<file path="src/rtl/pif_led_seq.sv">
// LED mode codes plus the registered red/green LED sequencer. It provides alternating
// and sync flash modes and a PWM breathe mode, all timed from xclk.
package pif_led_pkg;
   localparam logic [3:0] LED_OFF         = 4'h0;
   localparam logic [3:0] LED_ALTERNATING = 4'h1;
   localparam logic [3:0] LED_SYNC        = 4'h2;
   localparam logic [3:0] LED_BREATHE     = 4'h3;
endpackage

module pif_led_seq
   import pif_led_pkg::*;
#(
   parameter int PRESCALE   = 1000,
   parameter int HALF_TICKS = 500,
   parameter int PWM_BITS   = 4
) (
   input  logic       xclk,
   input  logic       sys_rst,
   input  logic [3:0] mode,
   output logic       red,
   output logic       green,
   output logic       phase
);
   localparam int PRE_W = (PRESCALE > 1) ? $clog2(PRESCALE) : 1;
   localparam int PH_W  = (HALF_TICKS > 1) ? $clog2(HALF_TICKS) : 1;
   localparam logic [PRE_W-1:0]    PRE_LAST  = PRE_W'(PRESCALE - 1);
   localparam logic [PH_W-1:0]     PH_LAST   = PH_W'(HALF_TICKS - 1);
   localparam logic [PWM_BITS-1:0] DUTY_MAX  = '1;
   localparam logic [PWM_BITS-1:0] DUTY_ZERO = '0;

   logic [3:0]          mode_q;
   logic [PRE_W-1:0]    pre_cnt;
   logic [PH_W-1:0]     ph_cnt;
   logic [PWM_BITS-1:0] duty;
   logic [PWM_BITS-1:0] duty_d;
   logic [PWM_BITS-1:0] pwm_cnt;
   logic                dir;
   logic                dir_d;
   logic                restart;
   logic                tick;
   logic                wrap;
   logic                red_d;
   logic                green_d;

   assign restart = (mode != mode_q);
   assign tick    = (pre_cnt == PRE_LAST);
   assign wrap    = tick && (ph_cnt == PH_LAST);

   // Triangle ramp: direction flips in the same update that reaches an end stop.
   always_comb begin
      // NOTE: defaults first so every path assigns every output -- no latch inferred.
      duty_d = duty;
      dir_d  = dir;
      if (wrap) begin
         if (!dir) begin
            duty_d = duty + PWM_BITS'(1);
            if (duty_d == DUTY_MAX) dir_d = 1'b1;
         end else begin
            duty_d = duty - PWM_BITS'(1);
            if (duty_d == DUTY_ZERO) dir_d = 1'b0;
         end
      end
   end

   always_comb begin
      red_d   = 1'b0;
      green_d = 1'b0;
      case (mode_q)
         LED_ALTERNATING: begin
            red_d   = phase;
            green_d = ~phase;
         end
         LED_SYNC: begin
            red_d   = phase;
            green_d = phase;
         end
         LED_BREATHE: begin
            red_d   = (pwm_cnt < duty);
            green_d = (pwm_cnt < duty);
         end
         default: ;
      endcase
   end

   // A mode change restarts every timer and blanks the LEDs for one edge.
   always_ff @(posedge xclk or negedge sys_rst) begin
      // NOTE: non-blocking assignments so every register samples pre-edge values.
      if (!sys_rst) begin
         mode_q  <= LED_OFF;
         pre_cnt <= '0;
         ph_cnt  <= '0;
         phase   <= 1'b0;
         duty    <= '0;
         dir     <= 1'b0;
         pwm_cnt <= '0;
         red     <= 1'b0;
         green   <= 1'b0;
      end else if (restart) begin
         mode_q  <= mode;
         pre_cnt <= '0;
         ph_cnt  <= '0;
         phase   <= 1'b0;
         duty    <= '0;
         dir     <= 1'b0;
         pwm_cnt <= '0;
         red     <= 1'b0;
         green   <= 1'b0;
      end else begin
         pre_cnt <= tick ? '0 : pre_cnt + PRE_W'(1);
         if (tick) ph_cnt <= wrap ? '0 : ph_cnt + PH_W'(1);
         if (wrap) phase <= ~phase;
         duty    <= duty_d;
         dir     <= dir_d;
         pwm_cnt <= pwm_cnt + PWM_BITS'(1);
         red     <= red_d;
         green   <= green_d;
      end
   end

endmodule

</file>
<file path="config.mk">
export PLATFORM = sky130hd
export DESIGN_NAME = pif_led_seq
export DESIGN_NICKNAME = d
export VERILOG_FILES = /design/src/rtl/pif_led_seq.sv
export SDC_FILE = /design/constraint.sdc
export NUM_CORES = 1
export LEC_CHECK = 0
export BUFFER_PORTS_ARGS = -buffer_cell sky130_fd_sc_hd__buf_2
export CORE_ASPECT_RATIO = 1.2
export CORE_MARGIN = 1
export CORE_UTILIZATION = 57
export DETAILED_ROUTE_END_ITERATION = 12
export GPL_ROUTABILITY_DRIVEN = 0
export PLACE_DENSITY = 0.86
export SYNTH_ARGS = -nofsm -noshare
export SYNTH_HDL_FRONTEND = slang
export SYNTH_SLANG_ARGS = --single-unit
</file>
<file path="constraint.sdc">
create_clock -name xclk -period 2.27 [get_ports xclk]
set_clock_uncertainty 0.15 [all_clocks]
set_input_delay 0.1135 -clock xclk [delete_from_list [all_inputs] [get_ports xclk]]
set_output_delay 0.1135 -clock xclk [all_outputs]
set_load 0.05 [all_outputs]
</file>
**After elaboration in Yosys (flattened, before gate mapping)**

Index checks and enable logic that the tools add are counted.
Widths: inputs -> output; s select.

- Flip-flop bits (word level): 35
- RAM bits: 0
- Bits of input ports: 6
- Memory bits (read-only): 0
- Output and inout port bits: 3
- Word-level logic and storage cells: 48
- Latch bits: 0
- Memories kept: 0

- $lt $le $gt $ge: 1
- Equality and inequality tests: 7
- $mul: 0
- Divide/modulo/power cells: 0
- Muxes and demuxes: 20
- Shift operators: 0
- Add/sub/neg operators: 5
- Reduce and logical (&&, ||, !) cells: 5
- Bitwise logic cells: 1

Operators with widths:

| operator | number |
|---|---|
| $mux 9 | 3 |
| $mux 10 | 2 |
| $mux 4 | 4 |
| $add 10x1->10 const B | 1 |
| $eq 10x10->1 const B | 1 |
| $add 9x1->9 const B | 1 |
| $eq 9x9->1 const B | 1 |
| $mux 1 | 9 |
| $add 4x1->4 const B | 2 |
| $eq 4x2->1 const B | 2 |
| $eq 4x1->1 const B | 1 |
| $eq 4x4->1 const B | 1 |
| $logic_not 4->1 | 1 |
| $lt 4x4->1 | 1 |
| $ne 4x4->1 | 1 |
| $reduce_bool 2->1 | 2 |
| $sub 4x1->4 const B | 1 |
| $pmux 1 s3 | 1 |
| $pmux 1 s2 | 1 |
| $reduce_or 2->1 | 1 |
| $logic_and 1x1->1 | 1 |
| $not 1->1 | 1 |

**Longest topological paths before layout**

- Depth after elaboration: 6
- Gate-level depth with buffers: 8
- Gate-level depth less buffers: 7

**Worst setup path before layout**

No wires, ideal clock.

- Kind: register to register
- Start point: reg pre_cnt[0]
- End point: reg dir
- Cell stages (with the launch flop): 8
- Path slack: 0.173 ns
- Required time: 2.000 ns
- Setup time: 0.120 ns
- Buffers on the path: 1
- Period minus slack after synthesis: 2.097 ns
- Arrival time: 1.826 ns
- Path through: dfrtp_1 > ha_1 > nand2_1 > or4_1 > buf_2 > nor2_2 > a311oi_1 > a41o_1

- Longest elaborated chain between the ends: 3

Ends and longest elaborated chain:

| element | RTL line | text |
|---|---|---|
| start: declaration | 32 | `logic [PRE_W-1:0] pre_cnt;` |
| start signal: assignment | 109 | `pre_cnt <= tick ? '0 : pre_cnt + PRE_W'(1);` |
| $eq 10x10->1 | 46 | `assign tick = (pre_cnt == PRE_LAST);` |
| $logic_and 1x1->1 | 47 | `assign wrap = tick && (ph_cnt == PH_LAST);` |
| $reduce_bool 2->1 (no line) | -- |  |
| end signal: assignment | 113 | `dir <= dir_d;` |
| end: declaration | 37 | `logic dir;` |

Every way passes these cells.
A chain may end at the register's enable or synchronous reset.

**Worst setup path after layout**

- Start point: reg pre_cnt[0]
- End point: reg ph_cnt[7]

- Longest elaborated chain between the ends: 5
- Elaborated cells on any way between the ends: 6
- Those cells by class: 1 x eq/ne; 3 x mux; 2 x reduce/logical

Ends and longest elaborated chain:

| element | RTL line | text |
|---|---|---|
| $eq 10x10->1 * | 46 |  |
| $logic_and 1x1->1 | 47 |  |
| $mux 9 (2 in series) | 110 | `if (tick) ph_cnt <= wrap ? '0 : ph_cnt + PH_W'(1);` |
| $mux 9 | 98 | `end else if (restart) begin` |
| end signal: assignment | 110 |  |
| end: declaration | 33 | `logic [PH_W-1:0] ph_cnt;` |

Every way passes the cells marked *; elsewhere a longest branch is shown, timed or not. The select of a mux whose other input is x is not followed.

==> flow_summary.json <==
{
  "viasPerCell": 5.757,
  "die_h_um": 64.36,
  "synth_warnings": 0,
  "holdCritPathClass": "input port to async pin",
  "clock_power_share": 0.316,
  "status": "finished clean",
  "core_area_um2": 3083,
  "nFillCells": 218,
  "r2r_cells": 7,
  "power_density_nw_per_um2": 495.1,
  "power_leakage_nw": 0.8418,
  "cp.required_ns": 2.35,
  "clk_latency_ns": 0.34,
  "drive_gt1_frac": 0.1401,
  "internal_power_mw": 0.7696,
  "grt_pass1_vias": 1423,
  "cp-start-kind": "flop",
  "start_util": 0.5990,
  "ys_seq_elements": 35,
  "io_buffers": 8,
  "synthCells": 189,
  "r2r-start": "pre_cnt[0]",
  "period_minus_slack_ns": 2.108,
  "antenna_found_initial": 0,
  "critPathArrivalTime_ns": 2.19,
  "swShare": 0.2402,
  "drc_errors": 0,
  "async_flop_share": 1.000,
  "synth_area_leaders": "dfrtp_1 (47%), xnor2_1 (8.5%), ha_1 (6.8%), nor2_1 (5.9%), xor2_1 (3.8%)",
  "cts.clk_slew.worst_paths_ns": 0.10,
  "grt_max_degree": 36,
  "postLayoutSetupSlackWorst_ns": 0.1620,
  "synth_area_um2": 1847,
  "post-synth-top-area-fraction": 0.4743,
  "hpwl_um": 2514,
  "hold_viol_final": 0,
  "overflow": 0,
  "syn2layout_area_growth_pct": 10.77,
  "grt_pass1_wl_um": 6437,
  "grt_usage": 0.2661,
  "cap_viol_max_count": 0,
  "drtPass1Iterations": 4,
  "synth.most_common_cell": "dfrtp_1",
  "finalNetCount": 222,
  "vias": 1399,
  "synth_ff_type": "dfrtp_1",
  "final_cell_count_no_fill": 243,
  "tightest_slew_ns": 0.7672,
  "regToRegSetupSlack_ns": 0.16,
  "htree_num_levels": 2,
  "cts_inserted_buffers": 5,
  "synth-edff-count": 0,
  "die_w_um": 53.96,
  "wirelength_um": 3705,
  "rsz0062_at_grt": "no",
  "dpl.cell_count": 230,
  "synth_top_area_cell": "dfrtp_1",
  "timing.final.crit_share": 0.9286,
  "fin_util": 0.6636,
  "vdd_ir_drop_max_mv": 0.4330,
  "rows": 22,
  "postRouteAntennaNets": 0,
  "crit_path_end_kind": "flop",
  "netSwitchingPower_mw": 0.2432,
  "cts_max_path_buffers": 2,
  "ys_seq_area_frac": 0.4743,
  "drv_slew": 0,
  "io-pin-count": 9,
  "dpl_worst_slack_ns": -0.001545,
  "slew_headroom": 0.4885,
  "die_area_um2": 3473,
  "cts_tree": "yes",
  "holdWs_ns": 0.2326,
  "root_buffer": "clkbuf_4",
  "wl_per_cell_um": 15.25,
  "cts.sinks": 35,
  "worstSetupPathType": "flop to flop",
  "synth.top_cells.by_count": "dfrtp_1 (35), nor2_1 (29), xnor2_1 (18), nand2_1 (13)",
  "combPwrFrac": 0.057,
  "setup_viol": 0,
  "synth_nets": 205,
  "diodes": 0,
  "fmax_ghz": 0.4744,
  "worstPathMaxFanout": 10,
  "rr_endpoint": "ph_cnt[7]",
  "drt_iter0_drc": 30,
  "seq_power_share": 0.627,
  "syn_avg_cell_area_um2": 9.771,
  "yosys.cell_types.count": 37
}
==> flip-flops by register name, summed over array words and instances (netlist names) <==
signal / cells
pwm_cnt: 4
duty: 4
green: 1
pre_cnt: 10
red: 1
phase: 1
dir: 1
mode_q: 4
ph_cnt: 9
==> worst max-delay path by stage <==
stage / start / endpoint / slack, ns / depth (start not counted)
after CTS: pre_cnt[0] / dir / 0.12 / 6
final: pre_cnt[0] / ph_cnt[7] / 0.16 / 7
after floorplan: pre_cnt[0] / dir / 0.17 / 7
after global placement: pre_cnt[0] / dir / 0.09 / 6
after global routing: pre_cnt[0] / ph_cnt[7] / 0.06 / 6
after detailed placement: pre_cnt[0] / dir / -0.002 / 6
==> cell usage in the layout, fill, tap and decap left out, types with 2 or more instances in the layout <==
cell type | synthesis | layout
a211oi_1 | 5 | 5
o21ai_0 | 6 | 6
dlygate4sd3_1 | 0 | 5
buf_2 | 1 | 8
xnor2_1 | 18 | 18
clkbuf_1 | 7 | 2
buf_4 | 0 | 7
clkbuf_4 | 0 | 5
inv_1 | 5 | 5
nor2_1 | 29 | 29
nand3_1 | 10 | 10
nor3_1 | 3 | 3
nand4_1 | 5 | 5
a21oi_1 | 9 | 9
xor2_1 | 8 | 8
nand3b_1 | 2 | 2
nand2_1 | 13 | 13
ha_1 | 10 | 10
dfrtp_1 | 35 | 35
==> area by class of cell <==
type | instances | area, µm² | area share
multi-input combinational | 139 | 913.4 | 0.4465
sequential | 35 | 875.8 | 0.4281
timing repair buffer | 20 | 142.6 | 0.06972
clock buffer | 7 | 45.04 | 0.02202
tap | 36 | 45.04 | 0.02202
inverter | 5 | 18.77 | 0.009174
clock inverter | 1 | 5.005 | 0.002446
==> power by group through the flow <==
stage | Combinational [mW] | Clock, mW | Sequential [mW]
finish | 0.0579 | 0.320 | 0.635
global placement | 0.0461 | 0 | 0.646
global route | 0.0644 | 0.352 | 0.636
CTS | 0.0564 | 0.327 | 0.635
floorplan | 0.0240 | 0 | 0.646
detailed placement | 0.0481 | 0 | 0.647
==> through the flow <==
stage                     instance area, µm²  setup TNS [ns]  power (mW)
final                                   2046               0       1.013
after global routing                    2046               0       1.053
after detailed placement                1937       -0.002579      0.6952
after CTS                               2041               0       1.018
after floorplan                         1847               0      0.6704
after global placement                  1937               0      0.6925
==> routing by layer <==
layer  routed length [µm]  global-route usage  vias to the layer above
met1                 1535              0.3275                      682
met2                 1968              0.4275                       30
met4                   68              0.1086                        0
met3                  132             0.07381                        8
li1                     -                   -                      679
met5                    0                   0                        -
==> what timing repair did <==
action                     CTS  global route
hold buffers                 5             0
setup buffers                0             0
pin swaps                    0             0
resized for setup            1             1
hold endpoints to repair    39             0
setup endpoints to repair    2             1
==> logic make-up (layout without fill, tap and decap cells) <==
kind of cell               Yosys count  in the layout  share of synthesized area
AOI/OAI and AO/OA                   27             27                    0.09350
xor gates and xnor gates            26             26                     0.1233
adders and majority gates           10             10                    0.06775
buffers and inverters               15             33                    0.03591
DFF                                 35             35                     0.4743
muxes                                2              2                    0.01152
and+or+nand+nor                     74             74                     0.1938
==> worst max-delay path: stages (launching register included) <==
cell and delay, ns:
dfrtp_1 0.39, ha_1 0.18, nand2_1 0.10, or4_4 0.62, buf_4 0.19, o21ai_1 0.13
buf_4 0.18, nor2_1 0.06
(Power assumes the default switching activity.)
